### config.mk
export PLATFORM = sky130hd
export DESIGN_NAME = fp_div
export DESIGN_NICKNAME = d
export VERILOG_FILES = /design/src/rtl/fp_div.sv
export SDC_FILE = /design/constraint.sdc
export NUM_CORES = 1
export LEC_CHECK = 0
export BUFFER_PORTS_ARGS = -buffer_cell sky130_fd_sc_hd__buf_2
export CORE_UTILIZATION = 53
export DETAILED_ROUTE_END_ITERATION = 16
export HOLD_SLACK_MARGIN = 0.06
export PLACE_DENSITY = 0.8
export SYNTH_ARGS = -nofsm -noshare
export SYNTH_HDL_FRONTEND = slang
export SYNTH_SLANG_ARGS = --single-unit
### constraint.sdc
create_clock -name clk -period 2.64 [get_ports clk]
set_clock_uncertainty 0.15 [all_clocks]
set_input_delay 0.264 -clock clk [delete_from_list [all_inputs] [get_ports clk]]
set_output_delay 0.264 -clock clk [all_outputs]
set_load 0.02 [all_outputs]
### src/rtl/fp_div.sv
// Sequential 27-bit floating-point divider (restoring, one quotient bit per cycle).
// Define FP_DIV_RND_EN to add a guard iteration and round half-up instead of truncating.
`timescale 1ns/1ps

module fp_div (
   input  logic        clk,
   input  logic        reset_n,
   input  logic        start,
   input  logic [26:0] num1,
   input  logic [26:0] num2,
   output logic        busy,
   output logic        done,
   output logic [26:0] res,
   output logic        div_by_zero
);

`ifdef FP_DIV_RND_EN
   localparam int N = 21;
`else
   localparam int N = 20;
`endif

   typedef enum logic [1:0] {IDLE, DIV, NORM} state_t;

   state_t            state;
   state_t            state_nxt;
   logic [4:0]        cnt;
   logic [19:0]       rem;
   logic [19:0]       rem_sub;
   logic [18:0]       mb;
   logic [N-1:0]      quo;
   logic signed [9:0] exp_d;
   logic              sign_r;
   logic              special_r;
   logic              dbz_r;
   logic              op_zero;
   logic              rem_ge;
   logic [17:0]       mant;
   logic signed [9:0] exp_n;
   logic [26:0]       res_nxt;
   logic              dbz_nxt;
`ifdef FP_DIV_RND_EN
   logic              guard;
   logic [18:0]       mant_r;
`endif

   assign op_zero = (num1[25:18] == 8'd0) || (num2[25:18] == 8'd0);
   assign rem_ge  = rem >= {1'b0, mb};
   assign rem_sub = rem_ge ? (rem - {1'b0, mb}) : rem;

   always_ff @(posedge clk or negedge reset_n) begin
      if (!reset_n) state <= IDLE;
      else          state <= state_nxt;
   end

   always_comb begin
      state_nxt = state;
      case (state)
         IDLE:    if (start) state_nxt = op_zero ? NORM : DIV;
         DIV:     if (cnt == 5'(N - 1)) state_nxt = NORM;
         NORM:    state_nxt = IDLE;
         default: state_nxt = IDLE;
      endcase
   end

   // Normalisation picks the leading one from the integer or first fraction bit
   always_comb begin
      mant    = quo[N-3:N-20];
      exp_n   = exp_d - 10'sd1;
      res_nxt = 27'h0;
      dbz_nxt = 1'b0;
`ifdef FP_DIV_RND_EN
      guard = quo[0];
      if (quo[N-1]) begin
         mant  = quo[N-2:N-19];
         exp_n = exp_d;
         guard = quo[1];
      end
      mant_r = {1'b0, mant} + {18'd0, guard};
      mant   = mant_r[17:0];
      if (mant_r[18]) exp_n = exp_n + 10'sd1;
`else
      if (quo[N-1]) begin
         mant  = quo[N-2:N-19];
         exp_n = exp_d;
      end
`endif
      if (special_r) begin
         dbz_nxt = dbz_r;
         res_nxt = dbz_r ? {sign_r, 8'hFF, 18'h0} : {sign_r, 26'h0};
      end else if (exp_n <= 10'sd0) begin
         res_nxt = {sign_r, 26'h0};
      end else if (exp_n >= 10'sd255) begin
         res_nxt = {sign_r, 8'hFF, 18'h0};
      end else begin
         res_nxt = {sign_r, exp_n[7:0], mant};
      end
   end

   always_ff @(posedge clk or negedge reset_n) begin
      if (!reset_n) begin
         cnt       <= '0;
         rem       <= '0;
         mb        <= '0;
         quo       <= '0;
         exp_d     <= '0;
         sign_r    <= 1'b0;
         special_r <= 1'b0;
         dbz_r     <= 1'b0;
      end else begin
         case (state)
            IDLE: begin
               if (start) begin
                  sign_r    <= num1[26] ^ num2[26];
                  special_r <= op_zero;
                  dbz_r     <= (num2[25:18] == 8'd0);
                  rem       <= {2'b01, num1[17:0]};
                  mb        <= {1'b1, num2[17:0]};
                  exp_d     <= $signed({2'b00, num1[25:18]}) - $signed({2'b00, num2[25:18]}) + 10'sd127;
                  cnt       <= '0;
                  quo       <= '0;
               end
            end
            DIV: begin
               rem <= {rem_sub[18:0], 1'b0};
               quo <= {quo[N-2:0], rem_ge};
               cnt <= cnt + 5'd1;
            end
            default: ;
         endcase
      end
   end

   // busy drops on the same edge that raises done, so a held start is accepted next
   always_ff @(posedge clk or negedge reset_n) begin
      if (!reset_n) begin
         busy        <= 1'b0;
         done        <= 1'b0;
         res         <= 27'h0;
         div_by_zero <= 1'b0;
      end else begin
         done <= 1'b0;
         if (state == IDLE && start) busy <= 1'b1;
         if (state == NORM) begin
            busy        <= 1'b0;
            done        <= 1'b1;
            res         <= res_nxt;
            div_by_zero <= dbz_nxt;
         end
      end
   end

endmodule

==> metrics.yaml <==
outcome:
  status: "finished, violations left"
  violations: "negative setup slack"
detailed_routing:
  post_drt_wl_per_cell_um: 15.3
  drc: 0
  dr.pass1.iters: 5
  drt_iter0_markers: 284
  vias: 5960
  ant_nets: 0
  viasPerCell: 5.58
  routed_wirelength_um: 16300
critical_path:
  r2r-end: "rem[12]$_DFFE_PN0P_"
  rr_startpoint: "rem[2]$_DFFE_PN0P_"
  cp.depth: 9
  critPathLaunch: "rem[2]$_DFFE_PN0P_"
  cp_data_required_time_ns: 2.73
  critPathMaxStageDelay_ns: 0.46
  crit_fanout: 4
  critical_path_class: "flip-flop to flip-flop"
  slowest_stage: "dfrtp_1"
  worstPathArrival_ns: 2.73
  cp-endpoint: "rem[12]$_DFFE_PN0P_"
  crit_path_start_kind: "flip-flop"
  cp_num_buf_inv: 1
  cp_top_family: "compound AO/OA/AOI/OAI gates"
  r2r_slack_ns: -0.003
  reg2reg_depth: 9
  worst_setup_path_end_kind: "flip-flop"
  crit_chain: "ha_4 -> buf_4 -> o21a_1 -> o31a_1 -> or4_4 -> a31oi_4 -> o21ai_0 -> xnor2_1 -> a21oi_1"
clock_network:
  cts_tree: "yes"
  clockRootBuffer: "clkbuf_16"
  clkTransAtPathRegs_ns: 0.07
  worst_skew_pair.late_latency_ns: 0.36
  cts_buffer_depth: 2
  cts_sinks: 109
  cts_buffers: 9
  htreeDepth: 3
sta:
  period_needed_ns: 2.64
  slew_headroom_pct: 55.6
  setup_ws_ns: -0.00275
  final_max_slew_viol_count: 0
  worstMarginPinSlew_ns: 0.666
  setup_viol: 1
  setup_tns_ns: -0.00275
  timing.final.crit_share_pct: 100
  finalHoldViolations: 0
  max_freq_mhz: 378
  rsz0062_at_grt: "yes"
grt:
  grt-ovfl-total: 0
  grt_pass1_wl_um: 25700
  track_usage_pct: 24.7
  antenna_found_initial: 0
  first_global_vias: 5630
  grt_max_degree: 110
floorplanning:
  ios: 87
  fp-row-count: 40
  core-area_um2: 12200
  die_h_um: 114
  die_width_um: 114
  die_area_um2: 13000
  start_util_pct: 54.9
place:
  hpwlAfterDp_um: 10700
  gp_congestion: 0.904
  dp_slack_ns: -0.172
  port-buffer-count: 86
logic_synthesis:
  synth_area_per_cell_um2: 8.91
  ys_async_sr_fraction_pct: 100
  synthDominantCellAreaShare_pct: 40.9
  synth_most_common_cell: "nand2_1"
  synthTopCellsByCount: "150 x nand2_1, 109 x dfrtp_1, 63 x o21ai_0"
  synth_area_um2: 6670
  yosys_register_bits: 109
  yosysTopAreaCell: "dfrtp_1"
  syn_nets: 838
  synth_cell_types: 77
  yosysWarnings: 0
  synth-seq-area-share_pct: 40.9
  synth_flop_cell: "dfrtp_1"
  synth_edf_count: 0
  synth.area.top_cells: "dfrtp_1 41%, nand2_1 8.4%, ha_1 5.6%"
  netlist_instances: 749
pwr:
  power_density_nw_per_um2: 1430
  p_leak_uw: 0.00399
  ir_worst_vdd_uv: 849
finish:
  drive_gt1_share_pct: 25.4
  diodes: 0
  area_growth_pct: 26.2
  layout.nets: 985
min_path:
  hold_path.class: "primary input to flip-flop"
flow_run:
  drv_cap: 0
## per-layer routing
layer	global-route usage, %	routed length [um]
met5	0	0
met3	3.76	662
met4	8.57	303
met2	45.0	8440
met1	29.6	6920
## kinds of logic after synthesis
group	after synthesis	share of synthesized area, %
AND/OR/NAND/NOR	287	20.4
AO/OA/AOI/OAI	180	17.6
flip-flops	109	40.9
buffers and inverters	75	5.48
XOR/XNOR	34	4.58
multiplexers	32	4.84
adder cells (fa/ha/maj)	32	6.23
## sequential cells by signal (all words and copies together), names as in the netlist
register	flops
res	27
quo	20
rem	20
mb	19
exp_d	10
cnt	5
state	2
busy	1
dbz_r	1
div_by_zero	1
done	1
sign_r	1
special_r	1
## metrics by stage
stage               area (um2)  hold slack, ns  power (uW)  util, %  instances
floorplan                 6680          -0.182        7610        -        749
detailed placement        7470           0.235        9470     61.5       1012
global placement          7470           0.233        9300     61.5       1012
global route              8420           0.118       12900     69.2       1069
CTS                       8120          0.0657       11100     66.8       1058
finish                    8420          0.0808       12000     69.2       1069
## final cells by class
class / count / area (um2)
clock buffers: 11 / 243
clock inverters: 5 / 65.1
fillers: 976 / 3740
inverters: 38 / 143
multi-input cells: 565 / 3840
flip-flops and latches: 109 / 2730
well taps: 168 / 210
repair buffers: 173 / 1200
## layout by cell type (no fill, tap or decap), types with 9 or more instances in the layout
cell / Yosys / layout
nand2_1: 150 / 149
dfrtp_1: 109 / 109
buf_2: 2 / 85
o21ai_0: 63 / 60
buf_4: 1 / 57
a21oi_1: 42 / 39
inv_1: 38 / 33
mux2i_1: 30 / 30
nand3_1: 30 / 30
nor2_1: 31 / 29
dlygate4sd3_1: 0 / 25
xnor2_1: 20 / 20
ha_1: 30 / 18
xor2_1: 13 / 13
and3_1: 13 / 13
o21ai_2: 10 / 13
nor3_1: 11 / 10
clkbuf_16: 0 / 9
## worst reg2reg max path, stage by stage (launching register included)
cell	delay, ns
dfrtp_1	0.46
ha_4	0.29
buf_4	0.14
o21a_1	0.16
o31a_1	0.14
or4_4	0.45
a31oi_4	0.23
o21ai_0	0.15
xnor2_1	0.24
a21oi_1	0.12
## repair_timing
item / in CTS / in global routing
pin swaps: 3 / 17
hold endpoints to repair: 132 / 0
setup buffers: 5 / 12
hold buffers: 25 / 0
endpoints found under the setup margin: 36 / 41
resized for setup: 7 / 44
## worst min-delay path by stage
stage / to / slack (ns) / depth (start not counted) / start
2_1_floorplan: busy$_DFFE_PN0P_ / -0.18 / 0 / reset_n
3_3_place_gp: res[21]$_DFFE_PN0P_ / 0.23 / 2 / reset_n
3_5_place_dp: res[21]$_DFFE_PN0P_ / 0.24 / 2 / reset_n
4_1_cts: dbz_r$_DFFE_PN0P_ / 0.07 / 4 / num2[21]
5_1_grt: rem[4]$_DFFE_PN0P_ / 0.12 / 4 / num1[4]
6_report: dbz_r$_DFFE_PN0P_ / 0.08 / 4 / num2[21]
## where the power goes
group / leakage (uW) / switching, uW / internal (uW)
logic: 0.00248 / 4140 / 3480
registers: 0.00136 / 587 / 2410
clock network: 0.000151 / 635 / 774
total: 0.00399 / 5360 / 6660
(Power assumes the default switching activity.)
